File: src/rtl/hw_trig_stretcher_if.sv
`default_nettype none
// ============================================================================
//  Module      : hw_trig_stretcher_if
//  Description : Bundle of trigger inputs, shared controls and stretched
//                outputs exchanged between fast logic and hw_trig_stretcher.
//  Revision    : 1.0 - initial release
// ============================================================================
interface hw_trig_stretcher_if #(
  parameter int NCH    = 4,
  parameter int LEN_W  = 8,
  parameter int MISS_W = 16
);
  logic              wLClk_i;
  logic [NCH-1:0]    wTrig_i;
  logic [LEN_W-1:0]  wLen_i;
  logic              wRetrig_i;
  logic              wMissClr_i;
  logic [NCH-1:0]    wTrig_o;
  logic              wBusy_o;
  logic [NCH-1:0]    wMiss_o;
  logic [MISS_W-1:0] wMissCnt_o;

  // Trigger source side: drives triggers and controls, observes results
  modport master (
    output wLClk_i, wTrig_i, wLen_i, wRetrig_i, wMissClr_i,
    input  wTrig_o, wBusy_o, wMiss_o, wMissCnt_o
  );

  // Stretcher side
  modport slave (
    input  wLClk_i, wTrig_i, wLen_i, wRetrig_i, wMissClr_i,
    output wTrig_o, wBusy_o, wMiss_o, wMissCnt_o
  );
endinterface
`default_nettype wire

File: src/rtl/hw_trig_stretcher.sv
`default_nettype none
// ============================================================================
//  Module      : hw_trig_stretcher
//  Description : NCH-channel short-to-long trigger stretcher. Each channel
//                holds its output for L slow-reference periods (L = wLen_i,
//                0 treated as 1), with retrigger/drop handling and per-channel
//                missed-trigger pulses. The slow reference is sampled as data.
//                Optional macro HWTRIG_MISSCNT_EN adds a saturating counter of
//                dropped triggers; without it wMissCnt_o is tied to zero.
//  Revision    : 1.0 - initial release
// ============================================================================
module hw_trig_stretcher #(
  parameter int NCH    = 4,
  parameter int LEN_W  = 8,
  parameter int MISS_W = 16
) (
  input  wire logic           wClk_i,
  input  wire logic           wReset_i,
  hw_trig_stretcher_if.slave  bus
);

  typedef enum logic [1:0] {
    ST_IDLE = 2'd0,
    ST_ARM  = 2'd1,
    ST_HOLD = 2'd2
  } state_t;

  localparam logic [LEN_W-1:0] C_LEN_ONE = LEN_W'(1);

  state_t           state_q [NCH];
  logic [LEN_W-1:0] len_q   [NCH];
  logic [LEN_W-1:0] cnt_q   [NCH];
  logic [2:0]       sync_q;
  logic             busy_q;
  logic [NCH-1:0]   miss_q;

  logic             w_lEdge;
  logic [LEN_W-1:0] w_lenEff;
  logic [NCH-1:0]   w_active;
  logic [NCH-1:0]   w_drop;

  // Rising edge of the slow reference, seen two flops after the sampler
  assign w_lEdge  = sync_q[1] & ~sync_q[2];
  assign w_lenEff = (bus.wLen_i == '0) ? C_LEN_ONE : bus.wLen_i;

  // Per-channel busy flag and triggers dropped because the channel is busy
  always_comb begin
    w_active = '0;
    w_drop   = '0;
    for (int c = 0; c < NCH; c++) begin
      w_active[c] = (state_q[c] != ST_IDLE);
      w_drop[c]   = bus.wTrig_i[c] & w_active[c] & ~bus.wRetrig_i;
    end
  end

  // Sample the slow reference into a three-flop chain
  always_ff @(posedge wClk_i or posedge wReset_i) begin
    if (wReset_i) sync_q <= 3'b000;
    else          sync_q <= {sync_q[1:0], bus.wLClk_i};
  end

  // Channel FSMs; a retrigger takes precedence over a coincident slow edge
  always_ff @(posedge wClk_i or posedge wReset_i) begin
    if (wReset_i) begin
      for (int c = 0; c < NCH; c++) begin
        state_q[c] <= ST_IDLE;
        len_q[c]   <= '0;
        cnt_q[c]   <= '0;
      end
    end else begin
      for (int c = 0; c < NCH; c++) begin
        case (state_q[c])
          ST_IDLE: begin
            // Accept; a coincident slow edge is deliberately not counted
            if (bus.wTrig_i[c]) begin
              state_q[c] <= ST_ARM;
              len_q[c]   <= w_lenEff;
            end
          end
          ST_ARM: begin
            if (bus.wTrig_i[c] && bus.wRetrig_i) begin
              len_q[c] <= w_lenEff;
            end else if (w_lEdge) begin
              state_q[c] <= ST_HOLD;
              cnt_q[c]   <= len_q[c];
            end
          end
          ST_HOLD: begin
            if (bus.wTrig_i[c] && bus.wRetrig_i) begin
              state_q[c] <= ST_ARM;
              len_q[c]   <= w_lenEff;
            end else if (w_lEdge) begin
              if (cnt_q[c] == C_LEN_ONE) state_q[c] <= ST_IDLE;
              cnt_q[c] <= cnt_q[c] - C_LEN_ONE;
            end
          end
          default: state_q[c] <= ST_IDLE;
        endcase
      end
    end
  end

  // Registered status: busy summary and one-cycle miss pulses
  always_ff @(posedge wClk_i or posedge wReset_i) begin
    if (wReset_i) begin
      busy_q <= 1'b0;
      miss_q <= '0;
    end else begin
      busy_q <= |w_active;
      miss_q <= w_drop;
    end
  end

`ifdef HWTRIG_MISSCNT_EN
  localparam int POP_W = $clog2(NCH + 1);
  localparam int SUM_W = MISS_W + POP_W;

  logic [POP_W-1:0]  w_pop;
  logic [SUM_W-1:0]  w_sum;
  logic [MISS_W-1:0] missCnt_d;
  logic [MISS_W-1:0] missCnt_q;

  // Add this cycle's dropped triggers, saturating; clear wins over increment
  always_comb begin
    w_pop = '0;
    for (int c = 0; c < NCH; c++) w_pop = w_pop + POP_W'(w_drop[c]);
    w_sum = SUM_W'(missCnt_q) + SUM_W'(w_pop);
    if (bus.wMissClr_i)                          missCnt_d = '0;
    else if (w_sum > SUM_W'({MISS_W{1'b1}}))     missCnt_d = '1;
    else                                         missCnt_d = w_sum[MISS_W-1:0];
  end

  // Miss counter register
  always_ff @(posedge wClk_i or posedge wReset_i) begin
    if (wReset_i) missCnt_q <= '0;
    else          missCnt_q <= missCnt_d;
  end

  assign bus.wMissCnt_o = missCnt_q;
`else
  assign bus.wMissCnt_o = '0;
`endif

  // Output rises combinationally with the trigger, then held by the FSM
  assign bus.wTrig_o = bus.wTrig_i | w_active;
  assign bus.wBusy_o = busy_q;
  assign bus.wMiss_o = miss_q;

endmodule
`default_nettype wire

File: src/flat_wrapper.sv
// flat-port wrapper written by rule: the top's interface ports become plain ports
module hw_trig_stretcher_flat 
#(
  parameter int NCH    = 4,
  parameter int LEN_W  = 8,
  parameter int MISS_W = 16
)
  (wClk_i, wReset_i, bus_wLClk_i, bus_wTrig_i, bus_wLen_i, bus_wRetrig_i, bus_wMissClr_i, bus_wTrig_o, bus_wBusy_o, bus_wMiss_o, bus_wMissCnt_o);
  hw_trig_stretcher_if #(.NCH(NCH), .LEN_W(LEN_W), .MISS_W(MISS_W)) bus_i ();
  input  wire logic wClk_i;
  input  wire logic wReset_i;
  input wire logic [$bits(bus_i.wLClk_i)-1:0] bus_wLClk_i;
  input wire logic [$bits(bus_i.wTrig_i)-1:0] bus_wTrig_i;
  input wire logic [$bits(bus_i.wLen_i)-1:0] bus_wLen_i;
  input wire logic [$bits(bus_i.wRetrig_i)-1:0] bus_wRetrig_i;
  input wire logic [$bits(bus_i.wMissClr_i)-1:0] bus_wMissClr_i;
  output wire logic [$bits(bus_i.wTrig_o)-1:0] bus_wTrig_o;
  output wire logic [$bits(bus_i.wBusy_o)-1:0] bus_wBusy_o;
  output wire logic [$bits(bus_i.wMiss_o)-1:0] bus_wMiss_o;
  output wire logic [$bits(bus_i.wMissCnt_o)-1:0] bus_wMissCnt_o;
  assign bus_i.wLClk_i = bus_wLClk_i;
  assign bus_i.wTrig_i = bus_wTrig_i;
  assign bus_i.wLen_i = bus_wLen_i;
  assign bus_i.wRetrig_i = bus_wRetrig_i;
  assign bus_i.wMissClr_i = bus_wMissClr_i;
  assign bus_wTrig_o = bus_i.wTrig_o;
  assign bus_wBusy_o = bus_i.wBusy_o;
  assign bus_wMiss_o = bus_i.wMiss_o;
  assign bus_wMissCnt_o = bus_i.wMissCnt_o;
  hw_trig_stretcher #(.NCH(NCH), .LEN_W(LEN_W), .MISS_W(MISS_W)) u_core (.wClk_i(wClk_i), .wReset_i(wReset_i), .bus(bus_i));
endmodule
File: config.mk
export PLATFORM = sky130hd
export DESIGN_NAME = hw_trig_stretcher_flat
export DESIGN_NICKNAME = d
export VERILOG_FILES = /design/src/rtl/hw_trig_stretcher_if.sv /design/src/rtl/hw_trig_stretcher.sv /design/src/flat_wrapper.sv
export SDC_FILE = /design/constraint.sdc
export NUM_CORES = 1
export LEC_CHECK = 0
export CORE_ASPECT_RATIO = 0.8
export CORE_MARGIN = 5
export CORE_UTILIZATION = 45
export DETAILED_ROUTE_END_ITERATION = 6
export HOLD_SLACK_MARGIN = 0.02
export PLACE_DENSITY_LB_ADDON = 0.12
export SLEW_MARGIN = 20
export SYNTH_ARGS = -nofsm -noshare
export SYNTH_HDL_FRONTEND = slang
export SYNTH_SLANG_ARGS = --single-unit
File: constraint.sdc
create_clock -name wClk_i -period 6.9 [get_ports wClk_i]
set_input_delay 1.38 -clock wClk_i [delete_from_list [all_inputs] [get_ports wClk_i]]
set_output_delay 1.38 -clock wClk_i [all_outputs]
set_load 0.005 [all_outputs]
==> impl_metrics.py <==
metrics = {
    "synth": {
        "ys_seq_area_share_pct": 42.9,
        "synthArstFlopShare_pct": 100,
        "yosys_register_bits": 80,
        "yosys_warnings": 0,
        "synth_top_cell_by_area": "dfrtp_1",
        "synth_top_flop_cell": "dfrtp_1",
        "synthCells": 466,
        "yosysUniqueCellTypes": 60,
        "syn_avg_cell_area_sq_um": 10.0,
        "synthTopCellsByArea": "dfrtp_1 (43%), mux2_2 (8.7%), ha_1 (6.4%), o31ai_1 (2.9%), nor3_1 (2.6%)",
        "yosys.area.top_type_share_pct": 42.9,
        "syn_area_sq_mm": 0.00467,
        "synth-edff-count": 0,
    },
    "clock_tree": {
        "clkTransAtPathRegs_ns": 0.06,
        "clockBufferDepth": 2,
        "insertion_delay_ns": 0.33,
        "cts_max_level": 3,
        "cts_root_buffer": "clkbuf_16",
        "cts_sinks": 80,
        "cts_hold_buf": 0,
        "cts_resized": 0,
        "cts_tree": "built",
        "cts_inserted_buffers": 9,
        "post_cts_buffers": 0,
    },
    "route": {
        "drt-total-wl_mm": 10.4,
        "ant_nets": 0,
        "via_per_inst": 5.62,
        "drc": 0,
        "firstDrtPassIters": 5,
        "via_count": 3540,
        "wl_per_cell_um": 16.5,
        "drtIter0Drc": 272,
    },
    "setup_path": {
        "crit_path_top_delay_cell": "clkdlybuf4s50_1",
        "cp_common_cell": "clkdlybuf4s50_1",
        "r2r_setup_slack_ns": 4.17,
        "slowest_delay_ns": 0.53,
        "crit_type": "in2out",
        "crit_chain": "clkdlybuf4s50_1 > nand2b_1 > clkdlybuf4s50_1",
        "end_kind": "primary output",
        "worstPathMaxFanout": 5,
        "cp_data_required_time_ns": 5.52,
        "critPathLaunchType": "input port",
        "arrival_ns": 2.66,
    },
    "global_routing": {
        "overflow": 0,
        "grt_usage_pct": 17.5,
        "grt_pass1_wl_mm": 17.1,
        "antenna_found_initial": 0,
        "grt_max_degree": 81,
        "grt_pass1_vias": 3409,
    },
    "timing": {
        "slew_headroom_pct": 26.8,
        "tns_ns": 0,
        "drv_slew": 0,
        "fin_crit_sh_pct": 58.5,
        "min_period_ns": 4.04,
        "setup_viol": 0,
        "finalHoldViolCount": 0,
        "rsz0062_at_grt": "no",
        "holdWs_ns": 0.353,
        "fmax_mhz": 248,
        "worstMarginPinSlew_ns": 1.10,
        "finalClockSkew_ns": 0.00482,
    },
    "placement": {
        "placed_cells": 614,
        "dp_hpwl_mm": 7.26,
        "gp_congestion": 0.824,
        "numPortBuffers": 24,
    },
    "pwr": {
        "p_leak_nw": 2.20,
        "p_per_area_mw_per_mm2": 515,
        "ir_worst_vdd_mv": 0.191,
    },
    "final_layout": {
        "n_fill_cell": 944,
        "instances_no_fill": 630,
        "fin_util_pct": 51.9,
        "nNetsFinal": 526,
        "area_growth_pct": 13.2,
        "drive_above_1_share_pct": 14.9,
        "n_antenna_cell": 0,
    },
    "floorplanning": {
        "start_util_pct": 45.8,
        "die_x_um": 124,
        "die_h_um": 101,
        "ioPinCount": 42,
        "die_area_sq_mm": 0.0125,
        "row_count": 33,
        "coreArea_sq_mm": 0.0102,
    },
    "worst_hold_path": {
        "holdCritPathClass": "reg2reg",
    },
    "outcome": {
        "status": "finished, final reports clean",
    },
    "flow_run": {
        "cap_violations": 0,
    },
}
logic make-up (layout without fill, tap and decap cells):
logic type	after synthesis	in the layout	synth area share, %
flops	80	80	42.9
simple gates	136	136	15.9
mux	38	38	9.11
fa+ha+maj	24	24	6.43
buf+inv	64	73	6.67
compound gates	123	123	19.0
other cells	1	16	0.0803
state kept, by name (all words and copies together), names as in the netlist:
register,count
u_core.bus.wBusy_o,1
u_core.state_q,8
u_core.cnt_q,32
u_core.bus.wMiss_o,4
u_core.len_q,32
u_core.sync_q,3
power by group:
part           internal [mW]  total (mW)  switching (mW)
Combinational          0.585        1.31           0.727
Sequential             0.704       0.898           0.194
Clock                  0.325       0.511           0.186
worst max-delay path: cells and delay by family:
| family | cells | cell delay (ns) |
|---|---|---|
| buf+inv | 2 | 1.06 |
| simple gates | 1 | 0.21 |
cell usage after synthesis (6+ instances only):
| library cell | count |
|---|---|
| nor3_1 | 24 |
| o31ai_1 | 18 |
| inv_1 | 30 |
| nand2b_1 | 10 |
| nand4_1 | 8 |
| buf_4 | 16 |
| dfrtp_1 | 80 |
| clkbuf_1 | 13 |
| a21oi_1 | 21 |
| mux2_2 | 36 |
| or2_2 | 10 |
| a211oi_1 | 9 |
| a21o_1 | 7 |
| nand2_1 | 23 |
| nand3_1 | 13 |
| ha_1 | 24 |
| nor2_1 | 17 |
| a31oi_1 | 6 |
| nor3b_1 | 6 |
| o21ai_0 | 17 |
metal layers:
layer	wire length (um)	global-route usage, %	vias to the layer above
met4	44	4.29	0
met3	502	4.26	2
li1	-	-	1730
met1	5160	25.2	1726
met5	0	0	-
met2	4700	26.6	82
stage by stage:
step	total power, mW	setup slack (ns)	instance area (sq um)
6_report	2.72	2.86	5290
5_1_grt	2.95	2.80	5290
4_1_cts	2.75	2.86	5290
3_5_place_dp	2.22	2.81	4960
3_3_place_gp	2.18	2.87	4960
2_1_floorplan	1.91	3.47	4730
cell type report:
class                      count  area (sq um)  area share, %
sequential                    80          2000           37.9
tap                          140           175           3.31
inverter                      31           118           2.22
clock buffer                  10           239           4.52
multi-input combinational    337          2410           45.6
clock inverter                 6          82.6           1.56
timing repair buffer          26           259           4.90
final timing paths:
path / startpoint / endpoint / depth (start not counted)
max in group asynchronous: wReset_i / u_core.cnt_q[7] / 3
worst max-delay path: bus_wTrig_i[1] / bus_wTrig_o[1] / 3
worst min register to register: u_core.sync_q[0] / u_core.sync_q[1] / 0
worst max register to register: u_core.state_q[0] / u_core.cnt_q[3] / 6
worst min-delay path: u_core.sync_q[0] / u_core.sync_q[1] / 0
min in group asynchronous: wReset_i / u_core.len_q[9] / 3
placed cells by master, fill, tap and decap left out, types with 3 or more instances in the layout:
| cell type | count |
|---|---|
| a211oi_1 | 9 |
| a21o_1 | 7 |
| a21oi_1 | 21 |
| a21oi_2 | 3 |
| a221o_1 | 3 |
| a221oi_1 | 4 |
| a31oi_1 | 6 |
| and2_1 | 3 |
| clkbuf_16 | 9 |
| clkdlybuf4s50_1 | 24 |
| clkinv_2 | 4 |
| conb_1 | 16 |
| dfrtp_1 | 80 |
| ha_1 | 24 |
| inv_1 | 29 |
| mux2_2 | 36 |
| nand2_1 | 23 |
| nand2b_1 | 10 |
| nand3_1 | 13 |
| nand4_1 | 8 |
| nor2_1 | 17 |
| nor2b_1 | 4 |
| nor3_1 | 24 |
| nor3b_1 | 6 |
| nor4_1 | 3 |
| o211ai_1 | 4 |
| o21ai_0 | 17 |
| o22a_1 | 4 |
| o22ai_1 | 4 |
| o31ai_1 | 18 |
| o32ai_1 | 3 |
| or2_2 | 10 |
| or4_1 | 4 |
(Power assumes the default switching activity.)
